`config.mk`:
```
export PLATFORM = sky130hd
export DESIGN_NAME = a2d_load_intf_flat
export DESIGN_NICKNAME = d
export VERILOG_FILES = /design/src/rtl/a2d_load_intf_if.sv /design/src/rtl/a2d_load_intf.sv /design/src/flat_wrapper.sv
export SDC_FILE = /design/constraint.sdc
export NUM_CORES = 1
export LEC_CHECK = 0
export CORE_MARGIN = 5
export CORE_UTILIZATION = 48
export CTS_CLUSTER_DIAMETER = 50
export DETAILED_ROUTE_END_ITERATION = 7
export PLACE_DENSITY = 0.77
export SETUP_SLACK_MARGIN = 0.1
export SLEW_MARGIN = 20
export SYNTH_ARGS = -nofsm -noshare
export SYNTH_HDL_FRONTEND = slang
export SYNTH_SLANG_ARGS = --single-unit
export TNS_END_PERCENT = 5
```
`constraint.sdc`:
```
create_clock -name clk -period 2.9 [get_ports clk]
set_clock_uncertainty 0.05 [all_clocks]
set_input_delay 0.58 -clock clk [delete_from_list [all_inputs] [get_ports clk]]
set_output_delay 0.58 -clock clk [all_outputs]
set_load 0.02 [all_outputs]
```
`src/rtl/a2d_load_intf_if.sv`:
```
// Bundle for the A2D load interface: SPI pins to the ADC128S, the conversion
// request, and the four registered readings with their update strobe.
`timescale 1ns/1ps
interface a2d_load_intf_if;
    logic        nxt;
    logic        MISO;
    logic        SS_n;
    logic        SCLK;
    logic        MOSI;
    logic [11:0] lft_ld;
    logic [11:0] rght_ld;
    logic [11:0] steer_pot;
    logic [11:0] batt;
    logic        cnv_done;

    modport master (
        input  nxt, MISO,
        output SS_n, SCLK, MOSI, lft_ld, rght_ld, steer_pot, batt, cnv_done
    );

    modport slave (
        output nxt, MISO,
        input  SS_n, SCLK, MOSI, lft_ld, rght_ld, steer_pot, batt, cnv_done
    );
endinterface

```
`src/rtl/a2d_load_intf.sv`:
```
// Round-robin ADC128S reader: per nxt, two SPI frames (address, then read) for ch0/4/5/6.
// Latency nxt->cnv_done 1043 clk; nxt is only accepted in IDLE, never queued.
`timescale 1ns/1ps
module a2d_load_intf (
    input  logic          clk,
    input  logic          rst,
    a2d_load_intf_if.master bus
);
    localparam logic [4:0] SCLK_LOAD = 5'b10111;

    typedef enum logic [1:0] {IDLE, CMD, GAP, READ} state_t;

    state_t      state, nxt_state;
    logic        wrt, done;
    logic [15:0] cmd, shft;
    logic [4:0]  sclk_div, bit_cnt;
    logic        miso_smpl, ss_n_q;
    logic [1:0]  ch_idx;
    logic [2:0]  ch_code;

    // ---------------- SPI master ----------------
    // sclk_div rests at SCLK_LOAD and starts counting on the wrt edge itself,
    // so the first SCLK fall lands 8 clks after SS_n falls and a frame is 520 clks.
    always_ff @(posedge clk or posedge rst) begin
        if (rst) begin
            ss_n_q    <= 1'b1;
            sclk_div  <= SCLK_LOAD;
            shft      <= 16'h0000;
            bit_cnt   <= 5'd0;
            miso_smpl <= 1'b0;
            done      <= 1'b0;
        end else begin
            done <= 1'b0;
            if (wrt) begin
                shft     <= cmd;
                sclk_div <= SCLK_LOAD + 5'd1;
                bit_cnt  <= 5'd0;
                ss_n_q   <= 1'b0;
            end else if (!ss_n_q) begin
                sclk_div <= sclk_div + 5'd1;
                if (sclk_div == 5'b01111) begin
                    miso_smpl <= bus.MISO;
                    bit_cnt   <= bit_cnt + 5'd1;
                end
                // The leading fall (bit_cnt==0) precedes any sample and is not a shift
                if (sclk_div == 5'b11111 && bit_cnt != 5'd0) begin
                    shft <= {shft[14:0], miso_smpl};
                    if (bit_cnt == 5'd16) begin
                        ss_n_q   <= 1'b1;
                        done     <= 1'b1;
                        sclk_div <= SCLK_LOAD;
                    end
                end
            end
        end
    end

    assign bus.SS_n = ss_n_q;
    assign bus.SCLK = ss_n_q | sclk_div[4];
    assign bus.MOSI = shft[15];

    // ---------------- conversion sequencer ----------------
    always_comb begin
        ch_code = 3'd0;
        case (ch_idx)
            2'd0:    ch_code = 3'd0;
            2'd1:    ch_code = 3'd4;
            2'd2:    ch_code = 3'd5;
            default: ch_code = 3'd6;
        endcase
    end

    assign cmd = {2'b00, ch_code, 11'h000};

    always_ff @(posedge clk or posedge rst) begin
        if (rst) state <= IDLE;
        else     state <= nxt_state;
    end

    // State is already IDLE while cnv_done is high; a nxt in that clk belongs
    // to the finishing conversion and is dropped.
    always_comb begin
        nxt_state = state;
        wrt       = 1'b0;
        case (state)
            IDLE: if (bus.nxt && !bus.cnv_done) begin
                wrt       = 1'b1;
                nxt_state = CMD;
            end
            CMD:  if (done) nxt_state = GAP;
            GAP: begin
                wrt       = 1'b1;
                nxt_state = READ;
            end
            READ: if (done) nxt_state = IDLE;
            default: nxt_state = IDLE;
        endcase
    end

    always_ff @(posedge clk or posedge rst) begin
        if (rst) begin
            ch_idx        <= 2'd0;
            bus.cnv_done  <= 1'b0;
            bus.lft_ld    <= 12'h000;
            bus.rght_ld   <= 12'h000;
            bus.steer_pot <= 12'h000;
            bus.batt      <= 12'h000;
        end else begin
            bus.cnv_done <= 1'b0;
            if (state == READ && done) begin
                bus.cnv_done <= 1'b1;
                ch_idx       <= ch_idx + 2'd1;
                case (ch_idx)
                    2'd0:    bus.lft_ld    <= shft[11:0];
                    2'd1:    bus.rght_ld   <= shft[11:0];
                    2'd2:    bus.steer_pot <= shft[11:0];
                    default: bus.batt      <= shft[11:0];
                endcase
            end
        end
    end
endmodule

```
`src/flat_wrapper.sv`:
```
// flat-port wrapper written by rule: the top's interface ports become plain ports
module a2d_load_intf_flat 
  (clk, rst, bus_nxt, bus_MISO, bus_SS_n, bus_SCLK, bus_MOSI, bus_lft_ld, bus_rght_ld, bus_steer_pot, bus_batt, bus_cnv_done);
  a2d_load_intf_if bus_i ();
  input  logic clk;
  input  logic rst;
  input wire logic [$bits(bus_i.nxt)-1:0] bus_nxt;
  input wire logic [$bits(bus_i.MISO)-1:0] bus_MISO;
  output wire logic [$bits(bus_i.SS_n)-1:0] bus_SS_n;
  output wire logic [$bits(bus_i.SCLK)-1:0] bus_SCLK;
  output wire logic [$bits(bus_i.MOSI)-1:0] bus_MOSI;
  output wire logic [$bits(bus_i.lft_ld)-1:0] bus_lft_ld;
  output wire logic [$bits(bus_i.rght_ld)-1:0] bus_rght_ld;
  output wire logic [$bits(bus_i.steer_pot)-1:0] bus_steer_pot;
  output wire logic [$bits(bus_i.batt)-1:0] bus_batt;
  output wire logic [$bits(bus_i.cnv_done)-1:0] bus_cnv_done;
  assign bus_i.nxt = bus_nxt;
  assign bus_i.MISO = bus_MISO;
  assign bus_SS_n = bus_i.SS_n;
  assign bus_SCLK = bus_i.SCLK;
  assign bus_MOSI = bus_i.MOSI;
  assign bus_lft_ld = bus_i.lft_ld;
  assign bus_rght_ld = bus_i.rght_ld;
  assign bus_steer_pot = bus_i.steer_pot;
  assign bus_batt = bus_i.batt;
  assign bus_cnv_done = bus_i.cnv_done;
  a2d_load_intf u_core (.clk(clk), .rst(rst), .bus(bus_i));
endmodule
```
# After elaboration in Yosys (flattened, before gate mapping)
# Cells that the tools add are included.
[classes]
mux = 24
reduce_logical = 18
bitwise = 4
addsub = 3
eq_ne = 12
[op_table]
columns = ["operator", "count"]
rows = [
  ["$mux W16", 3],
  ["$mux W5", 7],
  ["$reduce_and A2 Y1", 6],
  ["$add A5 B1 Y5 const B", 2],
  ["$eq A5 B5 Y1 const B", 2],
  ["$pmux W3 S3", 1],
  ["$mux W1", 8],
  ["$ne A2 B1 Y1 const B", 4],
  ["$pmux W2 S4", 1],
  ["$eq A2 B2 Y1 const B", 3],
  ["$mux W2", 3],
  ["$reduce_and A3 Y1", 2],
  ["$eq A5 B4 Y1 const B", 1],
  ["$reduce_bool A5 Y1", 1],
  ["$eq A2 B1 Y1 const B", 2],
  ["$logic_not A2 Y1", 2],
  ["$reduce_bool A2 Y1", 2],
  ["$logic_and A1 B1 Y1", 3],
  ["$not A1 Y1", 3],
  ["$reduce_or A3 Y1", 1],
  ["$add A2 B1 Y2 const B", 1],
  ["$pmux W1 S2", 1],
  ["$logic_not A1 Y1", 1],
  ["$or A1 B1 Y1", 1],
]
[word_totals]
input_bits = 4
ff_bits = 82

# Longest topological paths before layout
# Gate-level depths: netlist (run 1).
[depth]
word_depth = 6
ltp_mapped = 8
mapped_depth_nobuf = 6

# Worst setup path after synthesis (run 1)
# Ideal clock, no wire load.
[synth_path]
path_kind = "reg-to-reg"
startpoint = "register u_core.sclk_div[0]"
endpoint = "register u_core.shft[8]"
stages_incl_launch_ff = 9
period_less_slack_ps = 1990
required_ps = 2773
arrival_ps = 1863
path_slack_ps = 910
cell_sequence = "dfstp_2 ha_1 and3_1 ha_1 nor2b_1 buf_1 buf_1 nand3_1 a21oi_1"
[synth_via]
elab_chain_len = 4
[synth_rtl]
columns = ["element", "line_no", "text"]
rows = [
  ["from (decl)", "a2d_load_intf.sv:16", "logic [4:0] sclk_div, bit_cnt;"],
  ["from (signal assigned)", "a2d_load_intf.sv:36", "sclk_div <= SCLK_LOAD + 5'd1;"],
  ["from (signal assigned)", "a2d_load_intf.sv:40", "sclk_div <= sclk_div + 5'd1;"],
  ["$eq A5 B5 Y1", "a2d_load_intf.sv:46", "if (sclk_div == 5'b11111 && bit_cnt != 5'd0) begin"],
  ["$logic_and A1 B1 Y1", "a2d_load_intf.sv:46", ""],
  ["$reduce_bool A2 Y1 (no source line)", "--", ""],
  ["$reduce_and A2 Y1 (no source line)", "--", ""],
  ["to (signal assigned)", "a2d_load_intf.sv:35", "shft <= cmd;"],
  ["to (signal assigned)", "a2d_load_intf.sv:47", "shft <= {shft[14:0], miso_smpl};"],
  ["to (decl)", "a2d_load_intf.sv:15", "logic [15:0] cmd, shft;"],
]
# No other way between the ends.
# A chain may end at the register's enable or synchronous reset.

# Final worst setup path (run 1)
[layout_path]
startpoint = "register u_core.ss_n_q (netlist: u_core.bus.SS_n)"
endpoint = "output port bus_SCLK"
[layout_via]
elab_chain_len = 1
[layout_rtl]
columns = ["element", "line_no", "text"]
rows = [
  ["from (decl)", "a2d_load_intf.sv:17", "logic miso_smpl, ss_n_q;"],
  ["from (signal assigned)", "a2d_load_intf.sv:26", "ss_n_q <= 1'b1;"],
  ["from (signal assigned)", "a2d_load_intf.sv:38", "ss_n_q <= 1'b0;"],
  ["from (signal assigned)", "a2d_load_intf.sv:49", "ss_n_q <= 1'b1;"],
  ["$or A1 B1 Y1", "a2d_load_intf.sv:59", "assign bus.SCLK = ss_n_q | sclk_div[4];"],
  ["to (decl)", "flat_wrapper.sv:10", "output wire logic [$bits(bus_i.SCLK)-1:0] bus_SCLK;"],
]
# No other way between the ends.

==> run metrics, run 1 <==
H-tree levels 3; fin area 4450 sq um; Synth Area in Compound Gates 0.0874; Area after DPL 4220 sq um; cell taking the most area after synthesis dfrtp_1; Worst Tran Pin Value 0.703 ns; final cell count without fillers around 440; synth top area cells dfrtp_1, mux2_2, ha_1; Pwr Total 2.66 mW; Starting Density 0.491; reg-to-reg critical path endpoint u_core.sclk_div[3]; final hold viol count 0; status finished clean; r2r startpoint u_core.sclk_div[0]; initial antenna violation count 0; minimum clock period around 2.4 ns; first-pass iteration count of the detailed router 4; fin util 0.613; maxcap violations 0; Cell Area, Synth ~3600 sq um; syn_nets 301; Worst Hold End u_core.bus.batt[8]; largest net degree at the start of global routing 31; Reg2Reg Depth 6; Die Wd 96.2 um; DRC viols 0; die area 9250 sq um; Core Box Area 7250 sq um; Placed Cells 426; CTS Buf Count 9; ANT cells 0; global route overflow 0; Vias/cell about 5.5; final period utilization 0.830; number of global-route vias before repair 2376; Adder-Cell Fraction of Synth Area 0.0491; GPL Wtd Cong 0.762; CTS root buf clkbuf_8; unrepaired setup endpoints after global routing false; critical path class flip-flop to output pin; Slew Viols, Final 0; Seq cells post-synth 82; # port buffers 55; yosys warns 0; number of flops mapped to enable cells by yosys 0; crit path max fanout 17; Hold Crit Depth 1; I/O pins 56; Area Growth Syn to Fin 24.8%; Net count, final 356; via count 2414; Chip Height 96.2 um; # setup viols final 0; Min Hold Slack 0.458 ns; leakage power 2.08 nW; number of core rows 31; Clock Path Buffers 2; post-CTS sizing 0; Worst setup EP type output pin; Final ANT Viol Nets 0; Syn Area/Cell around 13 sq um; Final WS setup 0.494 ns; main combinational cell family by area after synthesis multiplexers; XOR/XNOR share of the synthesized area 0.00737; Post-Route WL 6.99 mm; setup tns final 0 ns; GRT Overall Usage 0.167; first-pass GRT wire length 11.8 mm; clock latency on the worst-skew pair 0.35 ns; R2R setup slack 0.79 ns; # hold bufs at CTS 0; hold crit path type flip-flop to flip-flop; Cell variety after synth 39; async set-reset flop share out of synthesis 1.00; postcts setup bufs 0; clock sinks 82; hpwl dp 4.94 mm; simple-gate share of the synthesized area 0.0870; Critical Path RT 2.27 ns; DP Worst Slack 0.526 ns; Avg WL per Cell 15.8 um; relative slew slack 0.530; CP arrival roughly 1.8 ns; Seq/Total Area, Yosys 0.577; Worst-path clk slew 0.09 ns; power per cell area around 600 nW/um^2; DRT iter0 DRCs 116; crit path launch type flip-flop; Fmax 416 MHz; Peak supply drop 0.468 mV; ys flop type dfrtp_1; share of cells above drive strength 1 0.233; Post-Syn Instances 283; Hold Startpoint u_core.bus.batt[8]; CTS tree done; area share of the largest cell type after synthesis 0.541; post-synthesis mux area share 0.161
-- registers in the layout, summed over array words and instances (netlist names) --
register,flops
u_core.done,1
u_core.shft,16
u_core.bus.lft_ld,12
u_core.ch_idx,2
u_core.sclk_div,5
u_core.bus.rght_ld,12
u_core.bus.SS_n,1
u_core.state,2
u_core.bus.batt,12
u_core.bus.cnv_done,1
u_core.bit_cnt,5
u_core.bus.steer_pot,12
u_core.miso_smpl,1
-- logic make-up after synthesis --
group                      Yosys count
DFF                                 82
and+or+nand+nor                     55
buffers and inverters               26
muxes                               51
adders and majority gates           14
AOI/OAI and AO/OA                   52
xor gates and xnor gates             3
-- worst max path at each step --
stage / start / end / slack, ns / cells after the start
global placement: bus_nxt / u_core.shft[10] / 0.57 / 5
floorplan: rst / u_core.bit_cnt[0] / 0.17 / 1
global route: u_core.bus.SS_n / bus_SCLK / 0.41 / 2
detailed placement: bus_nxt / u_core.shft[10] / 0.53 / 5
CTS: u_core.bus.SS_n / bus_SCLK / 0.47 / 2
finish: u_core.bus.SS_n / bus_SCLK / 0.49 / 2
-- cell type report --
cell class,count,area [sq um]
Tap cell,99,124
Timing Repair Buffer,61,608
Clock inverter,5,85.1
Multi-Input combinational cell,175,1400
Fill cell,573,2810
Clock buffer,11,141
Sequential cell,82,2060
Inverter,9,35.0
-- power by group --
| group | total (mW) | leakage [nW] | switching, mW | internal, mW |
|---|---|---|---|---|
| Sequential | 1.30 | 1.11 | 0.0683 | 1.23 |
| Clock | 0.932 | 0.111 | 0.417 | 0.515 |
| Combinational | 0.433 | 0.858 | 0.249 | 0.184 |
-- cells in the mapped netlist, drive strengths merged (4+ instances only) --
| master | count |
|---|---|
| dfrtp | 77 |
| nand3 | 14 |
| inv | 9 |
| nor2 | 7 |
| a21oi | 18 |
| a211oi | 4 |
| o21ai | 20 |
| nand2 | 7 |
| mux2 | 50 |
| buf | 11 |
| nand2b | 4 |
| dfstp | 5 |
| ha | 14 |
| clkbuf | 6 |
| nor2b | 5 |
-- critical path, cell delays in order, from the launching register on --
cell and delay [ns]:
dfstp_2 0.68, or2_2 0.16, clkdlybuf4s50_1 0.59
-- routing by layer --
| metal | vias to the layer above | global-route usage | wire length [um] |
|---|---|---|---|
| met2 | 60 | 0.278 | 3460 |
| met5 | - | 0 | 0 |
| met4 | 0 | 0.0604 | 108 |
| met3 | 10 | 0.0438 | 378 |
| li1 | 1112 | - | - |
| met1 | 1232 | 0.209 | 3040 |
-- placed cells by master (no fill, tap or decap), types with 3 or more instances in the layout --
master	instances
nor2_1	7
a2bb2oi_1	3
clkbuf_8	10
a21oi_1	18
o21ai_0	20
mux2_2	50
dfrtp_1	77
nand2_1	7
nor2b_1	5
nand2b_1	4
nor3_1	3
inv_1	8
buf_4	5
nand3_1	14
a311oi_1	3
ha_1	14
dfstp_2	5
a211oi_1	4
clkdlybuf4s50_1	55
Power figures use the tool's default switching activity.
==> inputs of run 2 (changes only) <==
- CORE_UTILIZATION: 48 -> 52
- PLACE_DENSITY: 0.77 -> 0.8
- clock period: 2.9 -> 2.51 ns (I/O delays scaled with it)
==> run 2 against run 1 <==
  * First-iteration DRC count up 11%
  * Utilization up 5.2 points
  * Via count down 1.9%
  * Non-clock buffer count up 4
  * Critical path type unchanged
  * Largest cell class unchanged
==> run metrics, run 2 (same netlist as run 1, synthesis figures left out) <==
I/O pins 56; Clock Path Buffers 2; largest net degree at the start of global routing 83; minimum clock period 2.24 ns; final period utilization 0.893; Hold Startpoint u_core.bus.rght_ld[5]; die area 8610 sq um; global route overflow 0; CP arrival 1.69 ns; # hold bufs at CTS 0; critical path class flip-flop to output pin; crit path max fanout 10; Crit path buffers/inverters 1; hpwl dp 4.59 mm; Core Box Area approximately 6700 sq um; clock sinks 82; reg-to-reg critical path endpoint u_core.sclk_div[3]; crit path launch type flip-flop; Fillers 493; share of cells above drive strength 1 0.242; unrepaired setup endpoints after global routing false; # port buffers 55; Post-Route WL 6.73 mm; R2R setup slack 0.42 ns; Final WS setup between 0.2 and 0.3 ns; worst path cell trace or2_2 -> clkdlybuf4s50_1; Vias/cell 5.54; hold crit path type flip-flop to flip-flop; first-pass GRT wire length 11.3 mm; CTS root buf clkbuf_8; setup tns final 0 ns; Avg WL per Cell 15.8 um; Worst Hold End u_core.bus.rght_ld[5]; Starting Density 0.531; Critical Path RT 1.96 ns; DP Worst Slack between 0.3 and 0.4 ns; number of global-route vias before repair 2364; DRT iter0 DRCs between 100 and 150; status finished clean; Fmax ~450 MHz; Worst Tran Pin Value 0.596 ns; commonest non-fill, non-tap cell in the layout dfrtp_1; ANT cells 0; Worst setup EP type output pin; Area Growth Syn to Fin 25.5%; H-tree levels 3; critical path's slowest cell dfstp_2; Largest Register u_core.shft; crit-path leading delay family flip-flops; number of core rows 30; Crit path largest cell delay 0.62 ns; Hold Crit Depth 1; clock latency on the worst-skew pair 0.35 ns; r2r startpoint u_core.sclk_div[0]; initial antenna violation count 0; Net count, final between 300 and 400; Reg2Reg Depth 6; first-pass iteration count of the detailed router 4; leakage power between 2 and 2.5 nW; maxcap violations 0; final hold viol count 0; via count 2367; Slew Viols, Final 0; GRT Overall Usage 0.165; power per cell area 703 nW/um^2; Final ANT Viol Nets 0; GPL Wtd Cong approximately 0.85; most frequent cells in the layout dfrtp_1, clkdlybuf4s50_1, mux2_2, o21ai_0, a21oi_1; CTS tree done; relative slew slack 0.602; max FFs per register 16; DRC viols 0; Die Wd 92.8 um; Chip Height 92.8 um; Worst-path clk slew 0.08 ns; # setup viols final 0; Peak supply drop 0.671 mV; CTS Buf Count 9
==> run 2: worst max-delay path by stage <==
stage,start,slack (ns),depth (start not counted),end
floorplan,u_core.sclk_div[0],0.52,8,u_core.shft[8]
finish,u_core.bus.SS_n,0.27,2,bus_SCLK
global route,u_core.bus.SS_n,0.21,2,bus_SCLK
CTS,u_core.bus.SS_n,0.16,2,bus_SCLK
global placement,bus_nxt,0.46,4,u_core.sclk_div[3]
detailed placement,bus_nxt,0.39,4,u_core.sclk_div[3]
==> run 2: stage by stage <==
| step | utilization | cell area [sq um] | power, mW | hold slack, ns | cells |
|---|---|---|---|---|---|
| after global routing | 0.666 | 4470 | 3.29 | 0.470 | 427 |
| after CTS | 0.664 | 4460 | 3.17 | 0.461 | 425 |
| after floorplan | - | 3570 | 1.90 | 0.430 | 283 |
| final | 0.666 | 4470 | 3.14 | 0.456 | 427 |
| after detailed placement | 0.627 | 4220 | 2.03 | 0.442 | 409 |
| after global placement | 0.627 | 4220 | 2.02 | 0.436 | 409 |
==> run 2: layout make-up <==
cell class	count	area (sq um)	area share
clock inverter	6	115	0.0257
sequential	82	2060	0.460
clock buffer	10	128	0.0285
multi-input combinational	175	1400	0.312
timing repair buffer	65	638	0.143
inverter	9	37.5	0.00839
tap	80	100	0.0224
==> run 2: where the power goes <==
group	switching (mW)	internal, mW	leakage (nW)
Sequential	0.0777	1.42	1.11
Clock	0.470	0.664	0.117
Combinational	0.286	0.225	0.875
==> run 2: what timing repair did <==
item	in CTS	in global routing
setup buffers	0	2
resized for setup	0	0
setup endpoints to repair	0	1
==> run 2: routing by layer <==
metal,routed length [um],track usage
met5,0,0
met4,95,0.0623
met3,281,0.0309
met2,3330,0.278
met1,3020,0.213
==> inputs of run 3 (changes only) <==
- CORE_UTILIZATION: 52 -> 30
- PLACE_DENSITY: 0.8 -> 0.52
==> run 3 against run 2 <==
  * Die area up 64%
  * Flip-flop and latch count stayed put
  * Via count down 0.76%
  * First-iteration DRC count is 17% lower
  * Utilization down 26 points
  * Cell area grew 4.9%
  * Sequential power is essentially flat
  * Combinational power rose by 2%
  * Non-clock buffer count grew 2
  * Clock-buffer cell count unchanged
  * Setup slack better by 0.098 ns
  * Sequential share of layout area fell by 2.1 points
  * Largest cell class unchanged
  * Largest power group is now clock
==> run metrics, run 3 (same netlist as run 1, synthesis figures left out) <==
minimum clock period 2.14 ns; largest net degree at the start of global routing 60; setup tns final 0 ns; crit path max fanout 4; worst path cell trace or2_2 -> clkdlybuf4s50_1; maxcap violations 0; CTS root buf clkbuf_16; DP Worst Slack about 0.47 ns; CTS Buf Count 9; sequential power share 0.414; reg-to-reg critical path endpoint u_core.shft[10]; Largest Register u_core.shft; max FFs per register 16; commonest non-fill, non-tap cell in the layout dfrtp_1; Final ANT Viol Nets 0; switch share 0.247; number of core rows 39; Worst-path clk slew 0.06 ns; hpwl dp about 5.3 mm; DRT iter0 DRCs 107; Clock Path Buffers 2; number of global-route vias before repair ~2400; Post-Route WL 7.45 mm; first-pass GRT wire length 12.7 mm; internal power between 2 and 3 mW; Crit path largest cell delay 0.59 ns; fin util 0.407; final hold viol count 0; via count between 2000 and 2500; Net count, final ~360; first-pass iteration count of the detailed router 4; # setup viols final 0; CP arrival about 1.6 ns; relative slew slack 0.595; Avg WL per Cell 15.1 um; Peak supply drop 0.299 mV; Core Box Area 11500 sq um; critical path depth in cells 2; most frequent cells in the layout dfrtp_1, clkdlybuf4s50_1, mux2_2, o21ai_0, a21oi_1; unrepaired setup endpoints after global routing false; hold crit path type flip-flop to flip-flop; critical path's slowest cell clkdlybuf4s50_1; global route overflow 0; # hold bufs at CTS 0; Worst Setup SP u_core.sclk_div[4]; Vias/cell 4.77; Starting Density 0.310; Pwr Total about 3.6 mW; DRC viols 0; Slew Viols, Final 0; Die Wd 119 um; final period utilization 0.854; Psw 895 uW; Area Growth Syn to Fin 31.6%; status finished clean; Worst setup EP type output pin; share of cells above drive strength 1 0.246; clock latency on the worst-skew pair 0.33 ns; GRT Overall Usage 0.110; GPL Wtd Cong 0.713; Worst Tran Pin Value 0.606 ns; CTS tree done; die area 14200 sq um; Final WS setup 0.365 ns; Critical Path RT between 1.5 and 2 ns; Chip Height 119 um; I/O pins 56; power per cell area 773 nW/um^2; Area after DPL 4320 sq um; r2r startpoint u_core.sclk_div[0]; fin area 4690 sq um; ANT cells 0; postcts setup bufs 0; # port buffers 55; post-CTS sizing 0; initial antenna violation count 0; clock share of power 0.442; H-tree levels 3; clock sinks a little over 80; crit-path leading delay family buffers and inverters; Fmax 466 MHz; Reg2Reg Depth 7; Crit path buffers/inverters 1; end point of the critical path bus_SCLK; Logic pwr share 0.144; R2R setup slack around 0.47 ns; critical path class flip-flop to output pin; crit path launch type flip-flop; leakage power 2.17 nW
-- run 3: cell type report --
cell class / count / area, sq um
Tap cell: 143 / 179
Fill cell: 1111 / 6830
Clock inverter: 6 / 138
Clock buffer: 10 / 229
Sequential cell: 82 / 2060
Multi-Input combinational cell: 175 / 1400
Timing Repair Buffer: 67 / 653
Inverter: 9 / 37.5
-- run 3: power by group through the flow --
stage          Sequential [mW]  Combinational, mW  Clock [mW]
4_1_cts                   1.50              0.537        1.65
5_1_grt                   1.51              0.605        1.71
3_3_place_gp              1.52              0.524           0
6_report                  1.50              0.521        1.60
3_5_place_dp              1.52              0.532           0
2_1_floorplan             1.50              0.397           0
-- run 3: worst min path at each step --
stage               slack [ns]                   start  depth (start not counted)                      to
floorplan                 0.43        u_core.miso_smpl                          1        u_core.miso_smpl
global placement          0.44    u_core.bus.lft_ld[4]                          1    u_core.bus.lft_ld[4]
detailed placement        0.44  u_core.bus.rght_ld[11]                          1  u_core.bus.rght_ld[11]
CTS                       0.45  u_core.bus.rght_ld[11]                          1  u_core.bus.rght_ld[11]
global route              0.46  u_core.bus.rght_ld[11]                          1  u_core.bus.rght_ld[11]
finish                    0.45  u_core.bus.rght_ld[11]                          1  u_core.bus.rght_ld[11]
-- run 3: stage by stage --
step / cells / hold WS (ns)
after floorplan: 283 / 0.430
after global placement: 476 / 0.438
after detailed placement: 476 / 0.441
after CTS: 492 / 0.455
after global routing: 492 / 0.463
final: 492 / 0.453
-- run 3: per-layer routing --
metal,track usage,vias to the layer above,share of wire
met2,0.177,51,0.47
met1,0.142,1170,0.46
met4,0.0304,0,0.0086
met3,0.0389,6,0.059
li1,-,1122,-
met5,0,-,0
